--- src/rtl/if_stage_pkg.sv ---
// Shared definitions for the instruction-fetch stage.
//   - pcsource encodings (also used by the control unit)
//   - fetch FSM state encodings
//   - bubble instruction constant (sll $0,$0,0)
package if_stage_pkg;

  localparam logic [1:0] PC_SEQ = 2'b00;
  localparam logic [1:0] PC_BR  = 2'b01;
  localparam logic [1:0] PC_JR  = 2'b10;
  localparam logic [1:0] PC_J   = 2'b11;

  typedef enum logic [1:0] {
    IDLE  = 2'b00,
    FETCH = 2'b01,
    HOLD  = 2'b10
  } fetch_state_e;

  localparam logic [31:0] NOP_INST_C = 32'h0000_0000;

endpackage

--- src/rtl/if_stage_npc_sel.sv ---
// Next-PC selection for the fetch stage (purely combinational).
// Ports:
//   pc          current fetch PC
//   pcsource    control-unit target select (seq/branch/jr/j)
//   redirect    a control transfer is being taken this cycle
//   redir_pend  a control transfer was seen while the fetch was stalled on memory
//   redir_pc    target remembered for the pending transfer
//   bpc/rpc/jpc branch, jr and j/jal targets from decode
//   pc_plus4    pc + 4 (modulo 2^32)
//   tgt         target selected by pcsource
//   npc         PC to fetch after the current word is delivered
module npc_sel
  import if_stage_pkg::*;
(
  input  logic [31:0] pc,
  input  logic [1:0]  pcsource,
  input  logic        redirect,
  input  logic        redir_pend,
  input  logic [31:0] redir_pc,
  input  logic [31:0] bpc,
  input  logic [31:0] rpc,
  input  logic [31:0] jpc,
  output logic [31:0] pc_plus4,
  output logic [31:0] tgt,
  output logic [31:0] npc
);

  assign pc_plus4 = pc + 32'd4;

  always_comb begin
    tgt = pc_plus4;
    case (pcsource)
      PC_BR:   tgt = bpc;
      PC_JR:   tgt = rpc;
      PC_J:    tgt = jpc;
      default: tgt = pc_plus4;
    endcase
  end

  // A live redirect wins over a remembered one; the remembered one wins over
  // sequential flow so the delay slot is followed by the target.
  always_comb begin
    if (redirect) begin
      npc = tgt;
    end else if (redir_pend) begin
      npc = redir_pc;
    end else begin
      npc = pc_plus4;
    end
  end

endmodule

--- src/rtl/if_stage.sv ---
// Instruction-fetch stage of the 5-stage MIPS pipeline.
// Holds the PC, talks to a variable-latency instruction memory and owns the
// IF/ID register. Delayed-branch semantics: the word at pc when a redirect is
// seen is always delivered, then the target is fetched.
// Ports:
//   clock, resetn           clock and asynchronous active-low reset
//   nostall, pcsource       control-unit stall and next-PC select
//   bpc, rpc, jpc           branch / jr / j targets from decode
//   imem_req, imem_addr     fetch request and address (== pc)
//   imem_ready, imem_rdata  fetch completion and instruction word
//   pc                      current fetch PC
//   inst, pc4, ifid_valid   IF/ID register contents
module if_stage
  import if_stage_pkg::*;
#(
  parameter logic [31:0] RESET_PC = 32'h0000_0000,
  parameter logic [31:0] NOP_INST = NOP_INST_C
) (
  input  logic        clock,
  input  logic        resetn,
  input  logic        nostall,
  input  logic [1:0]  pcsource,
  input  logic [31:0] bpc,
  input  logic [31:0] rpc,
  input  logic [31:0] jpc,
  output logic        imem_req,
  output logic [31:0] imem_addr,
  input  logic        imem_ready,
  input  logic [31:0] imem_rdata,
  output logic [31:0] pc,
  output logic [31:0] inst,
  output logic [31:0] pc4,
  output logic        ifid_valid
);

  fetch_state_e state_q, state_d;
  logic [31:0]  pc_q, pc_d;
  logic [31:0]  inst_q, inst_d;
  logic [31:0]  pc4_q, pc4_d;
  logic         valid_q, valid_d;
  logic [31:0]  fbuf_q, fbuf_d;
  logic         redir_pend_q, redir_pend_d;
  logic [31:0]  redir_pc_q, redir_pc_d;

  logic         redirect;
  logic         load;
  logic [31:0]  load_data;
  logic [31:0]  pc_plus4;
  logic [31:0]  tgt;
  logic [31:0]  npc;

  assign redirect = nostall & (pcsource != PC_SEQ);

  npc_sel u_npc_sel (
    .pc         (pc_q),
    .pcsource   (pcsource),
    .redirect   (redirect),
    .redir_pend (redir_pend_q),
    .redir_pc   (redir_pc_q),
    .bpc        (bpc),
    .rpc        (rpc),
    .jpc        (jpc),
    .pc_plus4   (pc_plus4),
    .tgt        (tgt),
    .npc        (npc)
  );

  // A word reaches IF/ID either straight from memory or from the buffer that
  // caught it while the pipeline was stalled.
  assign load = nostall & (((state_q == FETCH) & imem_ready) | (state_q == HOLD));
  assign load_data = (state_q == HOLD) ? fbuf_q : imem_rdata;

  always_comb begin
    state_d      = state_q;
    pc_d         = pc_q;
    inst_d       = inst_q;
    pc4_d        = pc4_q;
    valid_d      = valid_q;
    fbuf_d       = fbuf_q;
    redir_pend_d = redir_pend_q;
    redir_pc_d   = redir_pc_q;

    case (state_q)
      IDLE: begin
        state_d = FETCH;
      end
      FETCH, HOLD: begin
        if (load) begin
          inst_d       = load_data;
          pc4_d        = pc_plus4;
          valid_d      = 1'b1;
          pc_d         = npc;
          redir_pend_d = 1'b0;
          state_d      = FETCH;
        end else if ((state_q == FETCH) && imem_ready) begin
          // Word arrived but decode is stalled: park it and stop requesting.
          fbuf_d  = imem_rdata;
          state_d = HOLD;
        end else if ((state_q == FETCH) && nostall) begin
          // Memory still busy: push a bubble downstream. A redirect seen now
          // must survive until the delay-slot word finally arrives.
          inst_d  = NOP_INST;
          pc4_d   = 32'h0000_0000;
          valid_d = 1'b0;
          if (redirect) begin
            redir_pend_d = 1'b1;
            redir_pc_d   = tgt;
          end
        end
      end
      default: begin
        state_d = IDLE;
      end
    endcase
  end

  always_ff @(posedge clock or negedge resetn) begin
    if (!resetn) begin
      state_q      <= IDLE;
      pc_q         <= RESET_PC;
      inst_q       <= NOP_INST;
      pc4_q        <= 32'h0000_0000;
      valid_q      <= 1'b0;
      fbuf_q       <= 32'h0000_0000;
      redir_pend_q <= 1'b0;
      redir_pc_q   <= 32'h0000_0000;
    end else begin
      state_q      <= state_d;
      pc_q         <= pc_d;
      inst_q       <= inst_d;
      pc4_q        <= pc4_d;
      valid_q      <= valid_d;
      fbuf_q       <= fbuf_d;
      redir_pend_q <= redir_pend_d;
      redir_pc_q   <= redir_pc_d;
    end
  end

  assign imem_req   = (state_q == FETCH);
  assign imem_addr  = pc_q;
  assign pc         = pc_q;
  assign inst       = inst_q;
  assign pc4        = pc4_q;
  assign ifid_valid = valid_q;

endmodule

--- config.mk ---
export PLATFORM = sky130hd
export DESIGN_NAME = if_stage
export DESIGN_NICKNAME = d
export VERILOG_FILES = /design/src/rtl/if_stage_pkg.sv /design/src/rtl/if_stage_npc_sel.sv /design/src/rtl/if_stage.sv
export SDC_FILE = /design/constraint.sdc
export NUM_CORES = 1
export LEC_CHECK = 0
export ABC_AREA = 1
export CAP_MARGIN = 15
export CORE_UTILIZATION = 30
export DETAILED_ROUTE_END_ITERATION = 6
export GPL_ROUTABILITY_DRIVEN = 0
export GPL_TIMING_DRIVEN = 1
export PLACE_DENSITY = 0.52
export SYNTH_ARGS = -nofsm -noshare
export SYNTH_HDL_FRONTEND = slang
export SYNTH_SLANG_ARGS = --single-unit
--- constraint.sdc ---
create_clock -name clock -period 2.2 [get_ports clock]
set_clock_uncertainty 0.2 [all_clocks]
set_input_delay 0.55 -clock clock [delete_from_list [all_inputs] [get_ports clock]]
set_output_delay 0.55 -clock clock [all_outputs]
set_load 0.1 [all_outputs]
==> results.json <==
{
  "antenna_found_initial": 3,
  "io_pins": 264,
  "cts-htree-levels": 4,
  "path_delay_family": "flip-flops",
  "grt_pass1_wl_mm": 46.1,
  "die_x_um": 172,
  "multi_input_area_mm2": 0.00384,
  "cts.path.max_buffers": 2,
  "die_area_mm2": 0.0295,
  "cpPeakStageDelay_ns": 0.40,
  "initial_core_util_pct": 30.8,
  "outcome": "finished, final reports clean",
  "finalCritPeriodShare_pct": 95.6,
  "max_slew.worst_pin.slew_ns": 0.537,
  "slew_headroom_pct": 64.2,
  "synth_seq_cells": 164,
  "fp.dieH_um": 172,
  "synthSimpleGateAreaFrac_pct": 21.1,
  "rows": 61,
  "postCtsSetupRepairBufs": 0,
  "required_ns": 1.45,
  "firstDrtPassIters": 5,
  "synth_top_family_by_area": "simple AND/OR/NAND/NOR gates",
  "dpl.cell_count": 1678,
  "ys_warn_count": 0,
  "io_buffers": 263,
  "synth-compound-area-share_pct": 14.0,
  "synth_top_area_cell": "dfrtp_1",
  "drt_iter0_drc": 482,
  "clkTransAtPathRegs_ns": 0.06,
  "final-setup-viol-count": 0,
  "cts_sinks": 164,
  "cp_cell_sequence": "inv_1 > ha_4 > buf_12",
  "cap_violations": 0,
  "vias": 8122,
  "hold_violations": 0,
  "synth_top_cells_by_area": "dfrtp_1 (47%), nand2_1 (11%), a21oi_1 (5.0%), nor2_1 (4.9%), nand3_1 (3.9%)",
  "worst-path-buf-inv": 2,
  "instances_no_fill": 1712,
  "cts-buffers-inserted": 17,
  "slowest_stage": "dfrtp_1",
  "synth.distinct_cells": 34,
  "synthCells": 1061,
  "slew_violations": 0,
  "fin_hold_ws_ns": 0.284,
  "viasPerCell": 4.74,
  "num-fill-cells": 2678,
  "floorplan.core_area_mm2": 0.0281,
  "max_freq_mhz": 475,
  "cp.arrival_ns": 1.35,
  "ant_nets": 0,
  "synth.top_cell.area_share_pct": 47.4,
  "final.min_clock_period_ns": 2.10,
  "critPathCaptureType": "primary output",
  "synth_nets": 1200,
  "grt_pass1_vias": 8071,
  "rsz0062_at_grt": "no",
  "seq_area_mm2": 0.00413,
  "final_nets": 1459,
  "layout-drive-gt1-share_pct": 22.1,
  "worstSetupStartpointType": "flop",
  "cp_max_fo": 5,
  "clk_latency_ns": 0.43,
  "seq_area_frac_synth_pct": 47.4,
  "area_delta_synth_final_pct": 61.3,
  "wire_per_inst_um": 17.3,
  "grt-ovfl-total": 0,
  "grt_max_degree": 56,
  "track_usage_pct": 20.6,
  "clockRootBuffer": "clkbuf_16",
  "drcViolationCount": 0,
  "synthAdderAreaFrac_pct": 0.723,
  "avgSynthCellArea_um2": 8.16,
  "dp_hpwl_mm": 22.2,
  "synth_xor_area_share_pct": 0.708,
  "wl_mm": 29.6,
  "cts_tree": "built",
  "hp-class": "flop to flop",
  "synthMuxAreaShare_pct": 7.12,
  "final_common_cell": "nand2_1",
  "syn-cell-area_mm2": 0.00866,
  "final_cell_mix": "nand2_1 (263), buf_12 (149), dfrtp_1 (147)",
  "criticalPathCategory": "flop to primary output"
}
final cells by class:
cell class / instances / share of cell area, %
Antenna cell: 1 / 0.0179
Multi-Input combinational cell: 734 / 27.5
Clock buffer: 19 / 3.24
Inverter: 81 / 2.18
Clock inverter: 13 / 1.07
Sequential cell: 164 / 29.5
Timing Repair Buffer: 322 / 33.1
Tap cell: 378 / 3.39
metrics by stage:
step	setup TNS, ns	cell area (um2)	utilization, %	setup slack [ns]
after floorplan	0	8690	-	0.00135
after global placement	-11.08	13300	47.4	-0.174
after detailed placement	-11.06	13300	47.4	-0.169
after CTS	0	13900	49.6	0.0787
after global routing	0	14000	49.7	0.0218
final	0	14000	49.7	0.0966
worst reg2reg max path, cell delays in order (launching register included):
cell	delay, ns
dfrtp_2	0.38
inv_1	0.07
nor2_2	0.22
nand2_2	0.21
nor2_1	0.36
nand3_1	0.16
nand3_1	0.17
nand2_1	0.07
a21oi_1	0.12
metal layers:
metal  wire [um]  vias to the layer above  track usage (%)
met2       13800                      298             33.4
met4         354                        4             4.77
li1            -                     3959                -
met3        2860                       31             7.21
met5          23                        -                0
met1       12500                     3830             26.1
path summary, 6_finish.rpt:
path,cells after the start,slack (ns),end,start
hold / removal,2,0.28,fbuf_q[31],fbuf_q[31]
min in group asynchronous,2,0.38,pc4[27],resetn
setup reg to reg,8,0.17,imem_addr[27],imem_addr[2]
max in group asynchronous,3,0.78,inst[8],resetn
hold reg to reg,2,0.28,fbuf_q[31],fbuf_q[31]
setup / recovery,3,0.1,imem_req,state_q[1]
state kept, by name, summed over array words and instances, names as in the netlist:
name,flops
inst,32
redir_pend_q,1
fbuf_q,32
pc4,32
redir_pc_q,32
imem_addr,32
state_q,2
ifid_valid,1
synthesized netlist by cell type:
master,instances
nand2_1,264
dfrtp_1,164
nor2_1,114
a21oi_1,86
inv_1,76
nand3_1,67
o21ai_0,46
buf_4,33
mux2i_1,29
buf_2,23
mux2_2,23
clkbuf_1,22
o21ai_1,22
a21o_1,16
a22o_1,13
a22oi_1,11
a21oi_2,8
mux2_1,6
ha_1,5
inv_2,5
xor2_1,5
nand2_2,4
buf_1,3
nor2_2,3
a31oi_1,2
o22ai_1,2
xnor2_1,2
a211oi_1,1
a21oi_4,1
buf_6,1
nand4_1,1
nand4_2,1
nor2_4,1
o21a_1,1
what timing repair did:
| item | in CTS | in global routing |
|---|---|---|
| setup endpoints to repair | 0 | 25 |
| resized for setup | 0 | 7 |
| hold buffers | 1 | 0 |
| hold endpoints to repair | 29 | 0 |
cells by family after synthesis:
group / Yosys count
fa+ha+maj: 5
simple gates: 455
mux: 58
buf+inv: 163
xor+xnor: 7
compound gates: 209
flops: 164
Power is not shown: default switching activity piles up to over one toggle a cycle in this logic, so the estimate is an artifact.
==> edit: new RTL, same flow settings <==
Encoding of `fetch_state_e`: now one-hot (3 bits for 3 states).
--- a/src/rtl/if_stage_pkg.sv
+++ b/src/rtl/if_stage_pkg.sv
@@ -9,10 +9,10 @@
   localparam logic [1:0] PC_JR  = 2'b10;
   localparam logic [1:0] PC_J   = 2'b11;
 
-  typedef enum logic [1:0] {
-    IDLE  = 2'b00,
-    FETCH = 2'b01,
-    HOLD  = 2'b10
+  typedef enum logic [2:0] {
+    IDLE  = 3'b001,
+    FETCH = 3'b010,
+    HOLD  = 3'b100
   } fetch_state_e;
 
   localparam logic [31:0] NOP_INST_C = 32'h0000_0000;
Check against the original RTL: same outputs for any inputs over 4 cycles, from zero or initial values and one cycle with resetn low; so few cycles prove little.
==> edit against the original RTL <==
Sequential cell count up 1; register-to-register slack worse by 0.08 ns; synthesized area up 0.71%; cell area unchanged; critical path type unchanged; wire length up 0.55%; worst setup slack worse by 0.040 ns.
Power is left out: the tool's default activity adds up to more than one toggle a clock period on the data nets, which glitch-free logic cannot reach.
==> edit: results (changes against the original RTL) <==
| Metric | Value |
|---|---|
| Met1 demand-to-capacity share in global routing | 0.258 (was 0.261) |
| Via density per instance | 4.77 (was 4.74) |
| Adder-cell share of the synthesized area | 0.00143 (was 0.00723) |
| Clock sink count | 165 (was 164) |
| Final hold slack | 0.288 ns (was 0.284 ns) |
| Filler instances | 2,709 (was 2,678) |
| Routed length on met3 | 1780 µm (was 2860 µm) |
| Area after DPL | 13,400 µm² (was 13,300 µm²) |
| Comb_multi_in | 780 (was 734) |
| Clock buf count | 18 (was 19) |
| Slew of the pin with the lowest slew margin | 0.594 ns (was 0.537 ns) |
| Part of the cycle the worst path needs | 0.974 (was 0.956) |
| Run status | complete, no violations (unchanged) |
| Iteration-0 DRC count of the detailed router | 489 (was 482) |
| Clock network area share | 0.0408 (was 0.0431) |
| Count of plain and timing-repair buffers in the layout | 331 (was 322) |
| Total global-route track usage | 0.206 (about the same) |
| Count of inserted antenna diode cells | 0 (was 1) |
| Count of inverters not on the clock network in the layout | 102 (was 81) |
| Crit Path Max Fanout | 3 (was 5) |
| Layout cell share with drive strength beyond 1 | 0.194 (was 0.221) |
| Hold path startpoint | fbuf_q[30] (was fbuf_q[31]) |
| DPL Wire Length | 22,200 µm (about the same) |
| Mapped cell area | 8720 µm² (was 8660 µm²) |
| Largest net degree at the start of global routing | 40 (was 56) |
| Met1 layer wirelength in the final routing | 12,500 µm (about the same) |
| WL met2 | 14,700 µm (was 13,800 µm) |
| Post-Syn Nets | 1,272 (was 1,200) |
| R2r setup slk | 0.09 ns (was 0.17 ns) |
| Worst EP arrival | 1.39 ns (was 1.35 ns) |
| Dpl ws | -0.168 ns (was -0.169 ns) |
| Vias in the first global route | 8,489 (was 8,071) |
| Global routing met2 resource utilization | 0.348 (was 0.334) |
| Synthesized area per cell | 7.67 µm² (was 8.16 µm²) |
| Max layer used | met4 (was met5) |
| Placed insts | 1,760 (was 1,678) |
## edit: worst paths after layout
| check | end | cells past startpoint |
|---|---|---|
| max reg2reg | imem_addr[7] | 8 |
| max | imem_req | 5 |
| min in group asynchronous | inst[7] | 2 |
| min | fbuf_q[30] | 2 |
| max in group asynchronous | imem_addr[19] | 3 |
| min reg2reg | fbuf_q[30] | 2 |
## edit: repair_timing
item | in CTS | in global routing
cloned | 0 | 0
endpoints found under the setup margin | 1 | 14
pin swaps | 0 | 1
resized for setup | 1 | 8
setup buffers | 0 | 1
hold buffers | 1 | 0
endpoints found under the hold margin | 27 | 0
## edit: worst min-delay path: cells and delay by family, from the launching register on
| family | cells | cell delay (ns) |
|---|---|---|
| flip-flops | 1 | 0.34 |
| AO/OA/AOI/OAI | 1 | 0.06 |
| AND/OR/NAND/NOR | 1 | 0.05 |
